### src/rtl/fp_multiplier_if.sv
// Operand/result bundle for the floating-point multiplier.
// master drives the operands, slave (the multiplier) returns the product.
interface fp_multiplier_if #(
  parameter int NB_TOTAL = 10
);
  logic                i_valid;
  logic [NB_TOTAL-1:0] A;
  logic [NB_TOTAL-1:0] B;
  logic                o_valid;
  logic [NB_TOTAL-1:0] C;

  modport master (output i_valid, A, B, input  o_valid, C);
  modport slave  (input  i_valid, A, B, output o_valid, C);
endinterface

### src/rtl/fp_multiplier.sv
// Custom-format FP multiplier: combinational product, truncating normalisation,
// zero/underflow flush and overflow saturation, then one output register.
module fp_multiplier #(
  parameter int NB_EXP   = 4,
  parameter int NB_MANT  = 5,
  parameter int NB_TOTAL = 10
) (
  input  logic           clk,
  input  logic           rst_n,
  fp_multiplier_if.slave bus
);
  localparam int BIAS_I = (1 << (NB_EXP - 1)) - 1;
  localparam int EMAX_I = (1 << NB_EXP) - 1;
  localparam logic signed [NB_EXP+1:0] BIAS = BIAS_I[NB_EXP+1:0];
  localparam logic signed [NB_EXP+1:0] EMAX = EMAX_I[NB_EXP+1:0];

  logic                      sign;
  logic [NB_EXP-1:0]         ea, eb;
  logic [NB_MANT:0]          ma, mb;
  logic [2*NB_MANT+1:0]      prod;
  logic                      norm;
  logic                      zero_in;
  logic [NB_MANT-1:0]        frac;
  logic signed [NB_EXP+1:0]  e_res;
  logic [NB_TOTAL-1:0]       result;
  logic                      valid_q;
  logic [NB_TOTAL-1:0]       c_q;

  assign sign    = bus.A[NB_TOTAL-1] ^ bus.B[NB_TOTAL-1];
  assign ea      = bus.A[NB_TOTAL-2:NB_MANT];
  assign eb      = bus.B[NB_TOTAL-2:NB_MANT];
  assign ma      = {1'b1, bus.A[NB_MANT-1:0]};
  assign mb      = {1'b1, bus.B[NB_MANT-1:0]};
  assign prod    = ma * mb;
  assign norm    = prod[2*NB_MANT+1];
  assign zero_in = (ea == '0) || (eb == '0);
  assign frac    = norm ? prod[2*NB_MANT:NB_MANT+1] : prod[2*NB_MANT-1:NB_MANT];

  // Two extra bits keep the biased sum from wrapping in either direction.
  assign e_res = $signed({2'b00, ea}) + $signed({2'b00, eb}) - BIAS
               + $signed({{(NB_EXP+1){1'b0}}, norm});

  always_comb begin
    result = {sign, e_res[NB_EXP-1:0], frac};
    if (zero_in || e_res <= 0)
      result = {sign, {(NB_TOTAL-1){1'b0}}};
    else if (e_res >= EMAX)
      result = {sign, {(NB_TOTAL-1){1'b1}}};
  end

  always_ff @(posedge clk or negedge rst_n) begin
    if (!rst_n) begin
      valid_q <= 1'b0;
      c_q     <= '0;
    end else begin
      valid_q <= bus.i_valid;
      if (bus.i_valid) c_q <= result;
    end
  end

  assign bus.o_valid = valid_q;
  assign bus.C       = c_q;
endmodule

### src/flat_wrapper.sv
// flat-port wrapper written by rule: the top's interface ports become plain ports
module fp_multiplier_flat 
#(
  parameter int NB_EXP   = 4,
  parameter int NB_MANT  = 5,
  parameter int NB_TOTAL = 10
)
  (clk, rst_n, bus_i_valid, bus_A, bus_B, bus_o_valid, bus_C);
  fp_multiplier_if #(.NB_TOTAL(NB_TOTAL)) bus_i ();
  input  logic clk;
  input  logic rst_n;
  input wire logic [$bits(bus_i.i_valid)-1:0] bus_i_valid;
  input wire logic [$bits(bus_i.A)-1:0] bus_A;
  input wire logic [$bits(bus_i.B)-1:0] bus_B;
  output wire logic [$bits(bus_i.o_valid)-1:0] bus_o_valid;
  output wire logic [$bits(bus_i.C)-1:0] bus_C;
  assign bus_i.i_valid = bus_i_valid;
  assign bus_i.A = bus_A;
  assign bus_i.B = bus_B;
  assign bus_o_valid = bus_i.o_valid;
  assign bus_C = bus_i.C;
  fp_multiplier #(.NB_EXP(NB_EXP), .NB_MANT(NB_MANT), .NB_TOTAL(NB_TOTAL)) u_core (.clk(clk), .rst_n(rst_n), .bus(bus_i));
endmodule
### config.mk
export PLATFORM = sky130hd
export DESIGN_NAME = fp_multiplier_flat
export DESIGN_NICKNAME = d
export VERILOG_FILES = /design/src/rtl/fp_multiplier_if.sv /design/src/rtl/fp_multiplier.sv /design/src/flat_wrapper.sv
export SDC_FILE = /design/constraint.sdc
export NUM_CORES = 1
export LEC_CHECK = 0
export ABC_AREA = 1
export BUFFER_PORTS_ARGS = -buffer_cell sky130_fd_sc_hd__buf_2
export CAP_MARGIN = 40
export CORE_ASPECT_RATIO = 0.9
export CORE_UTILIZATION = 62
export CTS_CLUSTER_DIAMETER = 60
export DETAILED_ROUTE_END_ITERATION = 10
export GPL_TIMING_DRIVEN = 0
export PLACE_DENSITY = 0.87
export SLEW_MARGIN = 10
export SYNTH_ARGS = -nofsm -noshare
export SYNTH_HDL_FRONTEND = slang
export SYNTH_SLANG_ARGS = --single-unit
### constraint.sdc
create_clock -name clk -period 1.3 [get_ports clk]
set_clock_uncertainty 0.1 [all_clocks]
set_input_delay 0.325 -clock clk [delete_from_list [all_inputs] [get_ports clk]]
set_output_delay 0.325 -clock clk [all_outputs]
set_load 0.05 [all_outputs]
# Yosys cells after proc, flatten, opt, wreduce, memory -nomap -nowiden
# Index checks and enable logic that the tools add are counted.
[op_classes]
addsub = 3
n_mul = 1
order_cmp = 2
muxes = 3
bitwise_logic = 1
n_reduce_logical = 4
[op_table]
columns = ["cell", "n"]
rows = [
  ["two-way mux 9 bit", 2],
  ["multiplier 6 x 6 -> 12 bit", 1],
  ["logical NOT 4 bit", 2],
  ["adder 6 x 2 -> 6 bit", 1],
  [">= comparator 6 x 5 -> 1 bit, second input constant", 1],
  ["less-or-equal comparator 6 x 1 -> 1 bit, second input constant", 1],
  ["subtractor 6 x 4 -> 6 bit, second input constant", 1],
  ["adder 4 x 4 -> 5 bit", 1],
  ["two-way mux 5 bit", 1],
  ["logical OR 1 bit", 2],
  ["bitwise XOR 1 bit", 1],
]
[word_totals]
register_bits = 11
in_bits = 23
output_inout_bits = 11
wordCells = 16

# Depth between registers and ports, before layout
[logic_depth]
word_depth = 6
depth_mapped = 30
ltp_nobuf = 30

# Least setup slack after synthesis
# Ideal clock, no wire load.
[synth_path]
path_kind = "input -> register"
startpoint = "input port bus_A[1]"
endpoint = "register u_core.c_q[1] (netlist: u_core.bus.C[1])"
setup_ps = 118
arrival_ps = 4132
t_required_ps = 1082
slack_ps = -3049
cell_stages = 28
n_path_buf = 0
path_cell_list = "inv_1 -> fa_1 -> inv_1 -> fa_1 -> inv_1 -> fa_1 -> inv_1 -> ha_1 -> nand2_1 -> nand2_1 -> inv_1 -> nand2_4 -> nand2_4 -> nand3_2 -> nand2_4 -> inv_1 -> ha_1 -> inv_1 -> ha_1 -> nand3_1 -> nand2_1 -> nor2_1 -> nand3_1 -> nand3_1 -> nand2_1 -> nand3_1 -> nand2_1 -> nand2_1"
[synth_via]
elab_chain_cells = 5
word_cells_on_any_way = 8
cone_classes = "1 x add/sub; 1 x mul; 2 x order compare; 3 x mux; 1 x reduce/logical"
[synth_lines]
columns = ["element", "line", "text"]
rows = [
  ["from (decl)", "flat_wrapper.sv:13", "input wire logic [$bits(bus_i.A)-1:0] bus_A;"],
  ["multiplier 6 x 6 -> 12 bit (*)", "fp_multiplier.sv:34", "assign prod = ma * mb;"],
  ["adder 6 x 2 -> 6 bit", "fp_multiplier.sv:41", "+ $signed({{(NB_EXP+1){1'b0}}, norm});"],
  [">= comparator 6 x 5 -> 1 bit / less-or-equal comparator 6 x 1 -> 1 bit (equally long branches)", "fp_multiplier.sv:47, fp_multiplier.sv:45", ""],
  ["two-way mux 9 bit / logical OR 1 bit (equally long branches)", "fp_multiplier.sv:47, fp_multiplier.sv:45", ""],
  ["two-way mux 9 bit (*)", "fp_multiplier.sv:45", "if (zero_in || e_res <= 0)"],
  ["to (signal assigned)", "fp_multiplier.sv:57", "if (bus.i_valid) c_q <= result;"],
  ["to (decl)", "fp_multiplier.sv:27", "logic [NB_TOTAL-1:0] c_q;"],
]
# Mark *: on every way between the ends. The rest lies on a longest branch, timed or not.
# A chain may end at the register's enable or synchronous reset.

# Worst setup path after layout
[layout_path]
startpoint = "input port bus_B[3]"
endpoint = "register u_core.c_q[5] (netlist: u_core.bus.C[5])"
[layout_via]
elab_chain_cells = 5
word_cells_on_any_way = 7
cone_classes = "1 x add/sub; 1 x mul; 2 x order compare; 2 x mux; 1 x reduce/logical"
[layout_lines]
columns = ["element", "line", "text"]
rows = [
  ["from (decl)", "flat_wrapper.sv:14", "input wire logic [$bits(bus_i.B)-1:0] bus_B;"],
  ["multiplier 6 x 6 -> 12 bit (*)", "fp_multiplier.sv:34", ""],
  ["adder 6 x 2 -> 6 bit (*)", "fp_multiplier.sv:41", ""],
  [">= comparator 6 x 5 -> 1 bit / less-or-equal comparator 6 x 1 -> 1 bit (equally long branches)", "fp_multiplier.sv:47, fp_multiplier.sv:45", ""],
  ["two-way mux 9 bit / logical OR 1 bit (equally long branches)", "fp_multiplier.sv:47, fp_multiplier.sv:45", ""],
  ["two-way mux 9 bit (*)", "fp_multiplier.sv:45", ""],
]
# Marked as above.

==> results.tsv <==
stage	metric	value	unit
run_status	status	complete, but fails checks	
run_status	violations	negative setup slack	
setup_path	r2r_slack	0.52	ns
place	hpwl	3.37	mm
sta	setup_slack	-2.99	ns
setup_path	timing.rr.start	u_core.bus.C[7]$_DFFE_PN0P_	
global_routing	grt_pass1_vias	2073	
detailed_routing	ant_nets	0	
synthesis	yosysWarnings	0	
run	cap_violations	0	
sta	drv_slew	0	
clocking	htreeDepth	1	
place	gp_congestion	0.866	
clocking	cts_tree	yes	
clocking	cts_buffers	3	
sta	min_period	4.29	ns
sta	whs	0.133	ns
die	die_w	61.3	microns
worst_hold_path	hold_class	primary input to flip-flop	
setup_path	worst_setup_path_end_kind	flip-flop	
detailed_routing	drc_errors	0	
power	swShare	58.2	%
sta	fmax	233	MHz
clocking	clk_path_buf_depth	2	
setup_path	path_common_cell	nand2_4	
sta	tightest_slew	0.465	ns
sta	min_period_over_period	330	%
die	pin_count	34	
sta	maxSlewHeadroom	69.0	%
setup_path	worstPathMaxFanout	8	
finish	final_common_cell	nand2_1	
synthesis	synthesis.nets	350	
power	switchingPower	2.70	mW
setup_path	cp.arrival	4.35	ns
worst_hold_path	worstHoldStart	bus_i_valid	
clocking	clk-insertion-delay-late	0.27	ns
synthesis	ys_ff_latch	11	
die	die_h	55.4	microns
power	clkPwrFrac	5.1	%
synthesis	ys_types	26	
finish	mostFrequentLayoutCells	nand2_1, inv_1, buf_4, nand2_2, fa_1	
global_routing	grt_overflow	0	
synthesis	syn_area_per_cell	6.81	sq um
detailed_routing	wirelength	8.01	mm
setup_path	cp_slowest_cell	fa_1	
synthesis	synth_area	1960	sq um
place	placement.io_buffers	33	
finish	fin_nets	405	
synthesis	syn_inst	288	
clocking	clock-root-buffer	clkbuf_4	
clocking	clock-sinks	11	
sta	rsz0062_at_grt	true	
power	internal_power	1.94	mW
finish	drive_above_1_share	35.4	%
power	powerDensity	1720	nW/um^2
die	die_area	3390	sq um
power	p_leak	1.57	nW
detailed_routing	drtIter0Drc	432	
setup_path	critPathMaxStageDelay	0.55	ns
synthesis	synth_seq_area_share	14.0	%
detailed_routing	vias	2426	
sta	finalHoldViolCount	0	
die	core_area	2880	sq um
global_routing	antenna_found_initial	0	
power	ir_worst_vdd	0.000917	V
finish	area_delta_synth_final	37.5	%
global_routing	grt_use_total	36.1	%
detailed_routing	drtPass1Iterations	9	
global_routing	grt_max_degree	12	
die	row_count	18	
detailed_routing	via_per_inst	6.35	
power	pwr-share-seq	12.1	%
setup_path	reg2reg_to	u_core.bus.C[7]$_DFFE_PN0P_	
setup_path	crit_path_start_kind	primary input	
worst_hold_path	min_path_cells	1	
global_routing	grt_pass1_wl	9.24	mm
die	start_util	68.1	%
clocking	cts.clk_slew.worst_paths	0.07	ns
finish	fin_util	93.6	%
setup_path	required	1.36	ns
power	power_frac_comb	82.8	%
finish	antenna_cells	0	
worst_hold_path	hold_end	u_core.bus.o_valid$_DFF_PN0_	
setup_path	worstSetupPathType	primary input to flip-flop	
detailed_routing	routedWlPerCell	21.0	microns
sta	finalSetupViolCount	11	
setup_path	reg2reg_depth	2	
## power by group through the flow
stage / registers (mW) / clock network (mW) / logic, mW
after detailed placement: 0.546 / 0 / 2.75
final: 0.561 / 0.239 / 3.84
after global placement: 0.540 / 0 / 2.70
after floorplan: 1.03 / 0 / 1.74
after global routing: 0.577 / 0.233 / 4.00
after CTS: 0.542 / 0.223 / 3.07
## Yosys cell counts, drive strengths merged
master,number,area (sq um)
xor2,2,17.5
nand2,107,447
nor3,4,31.3
nand3,26,135
fa,17,340
nor2,10,37.5
o21ai,5,36.3
and2,1,6.26
xnor2,1,8.76
nor4,1,6.26
nand4,3,18.8
clkbuf,1,3.75
o21bai,2,26.3
ha,22,275
inv,70,263
dfrtp,11,275
a21oi,3,15.0
a31oi,2,18.8
## cell families after synthesis
family                   after synthesis  synth area share, %
adder cells (fa/ha/maj)               39                 31.4
AND/OR/NAND/NOR                      152                 34.8
flip-flops                            11                 14.0
AO/OA/AOI/OAI                         12                 4.91
XOR/XNOR                               3                 1.34
buffers and inverters                 71                 13.6
## through the flow
stage	setup WS (ns)	TNS (ns)	total power [mW]	area [sq um]	instances
5_1_grt	-3.17	-28.22	4.81	2700	382
2_1_floorplan	-2.77	-24.81	2.77	2100	288
4_1_cts	-2.67	-23.71	3.84	2580	378
3_5_place_dp	-3.25	-28.68	3.29	2310	361
6_report	-2.99	-26.64	4.64	2700	382
3_3_place_gp	-3.15	-28.02	3.24	2310	361
## worst max path at each step
stage / startpoint / to / slack, ns / cells past startpoint
after floorplan: bus_A[3] / u_core.bus.C[0]$_DFFE_PN0P_ / -2.77 / 27
after global placement: bus_B[4] / u_core.bus.C[3]$_DFFE_PN0P_ / -3.15 / 30
after detailed placement: bus_A[3] / u_core.bus.C[2]$_DFFE_PN0P_ / -3.25 / 28
after CTS: bus_B[4] / u_core.bus.C[2]$_DFFE_PN0P_ / -2.67 / 30
after global routing: bus_A[1] / u_core.bus.C[5]$_DFFE_PN0P_ / -3.17 / 30
final: bus_B[3] / u_core.bus.C[5]$_DFFE_PN0P_ / -2.99 / 29
## sequential cells by signal, indices dropped and copies added, names as in the netlist
name and flops:
u_core.bus.C 10, u_core.bus.o_valid 1
## worst max-delay path, delay by kind of cell
kind,cells,cell delay (ns)
simple gates,13,1.10
buf+inv,8,0.60
compound gates,2,0.33
fa+ha+maj,6,1.99
## layout make-up
type,instances,area (sq um)
Buffer,1,3.75
Clock buffer,3,22.5
Clock inverter,1,5.00
Fill cell,100,185
Inverter,70,268
Multi-Input combinational cell,206,1690
Sequential cell,11,275
Tap cell,40,50.0
Timing Repair Buffer,50,385
## metal layers
layer	GRT usage, %	share of wire (%)
met1	45.0	33
met2	59.5	45
met3	5.62	13
met4	16.6	9.1
met5	0	0
## what timing repair did
| action | 4_1_cts | 5_1_grt |
|---|---|---|
| gates cloned | 0 | 0 |
| pin swaps | 32 | 24 |
| setup buffers | 12 | 4 |
| setup endpoints to repair | 12 | 16 |
| hold buffers | 1 | 0 |
| gates resized for setup | 39 | 31 |
| endpoints found under the hold margin | 11 | 0 |
(Power assumes the default switching activity.)
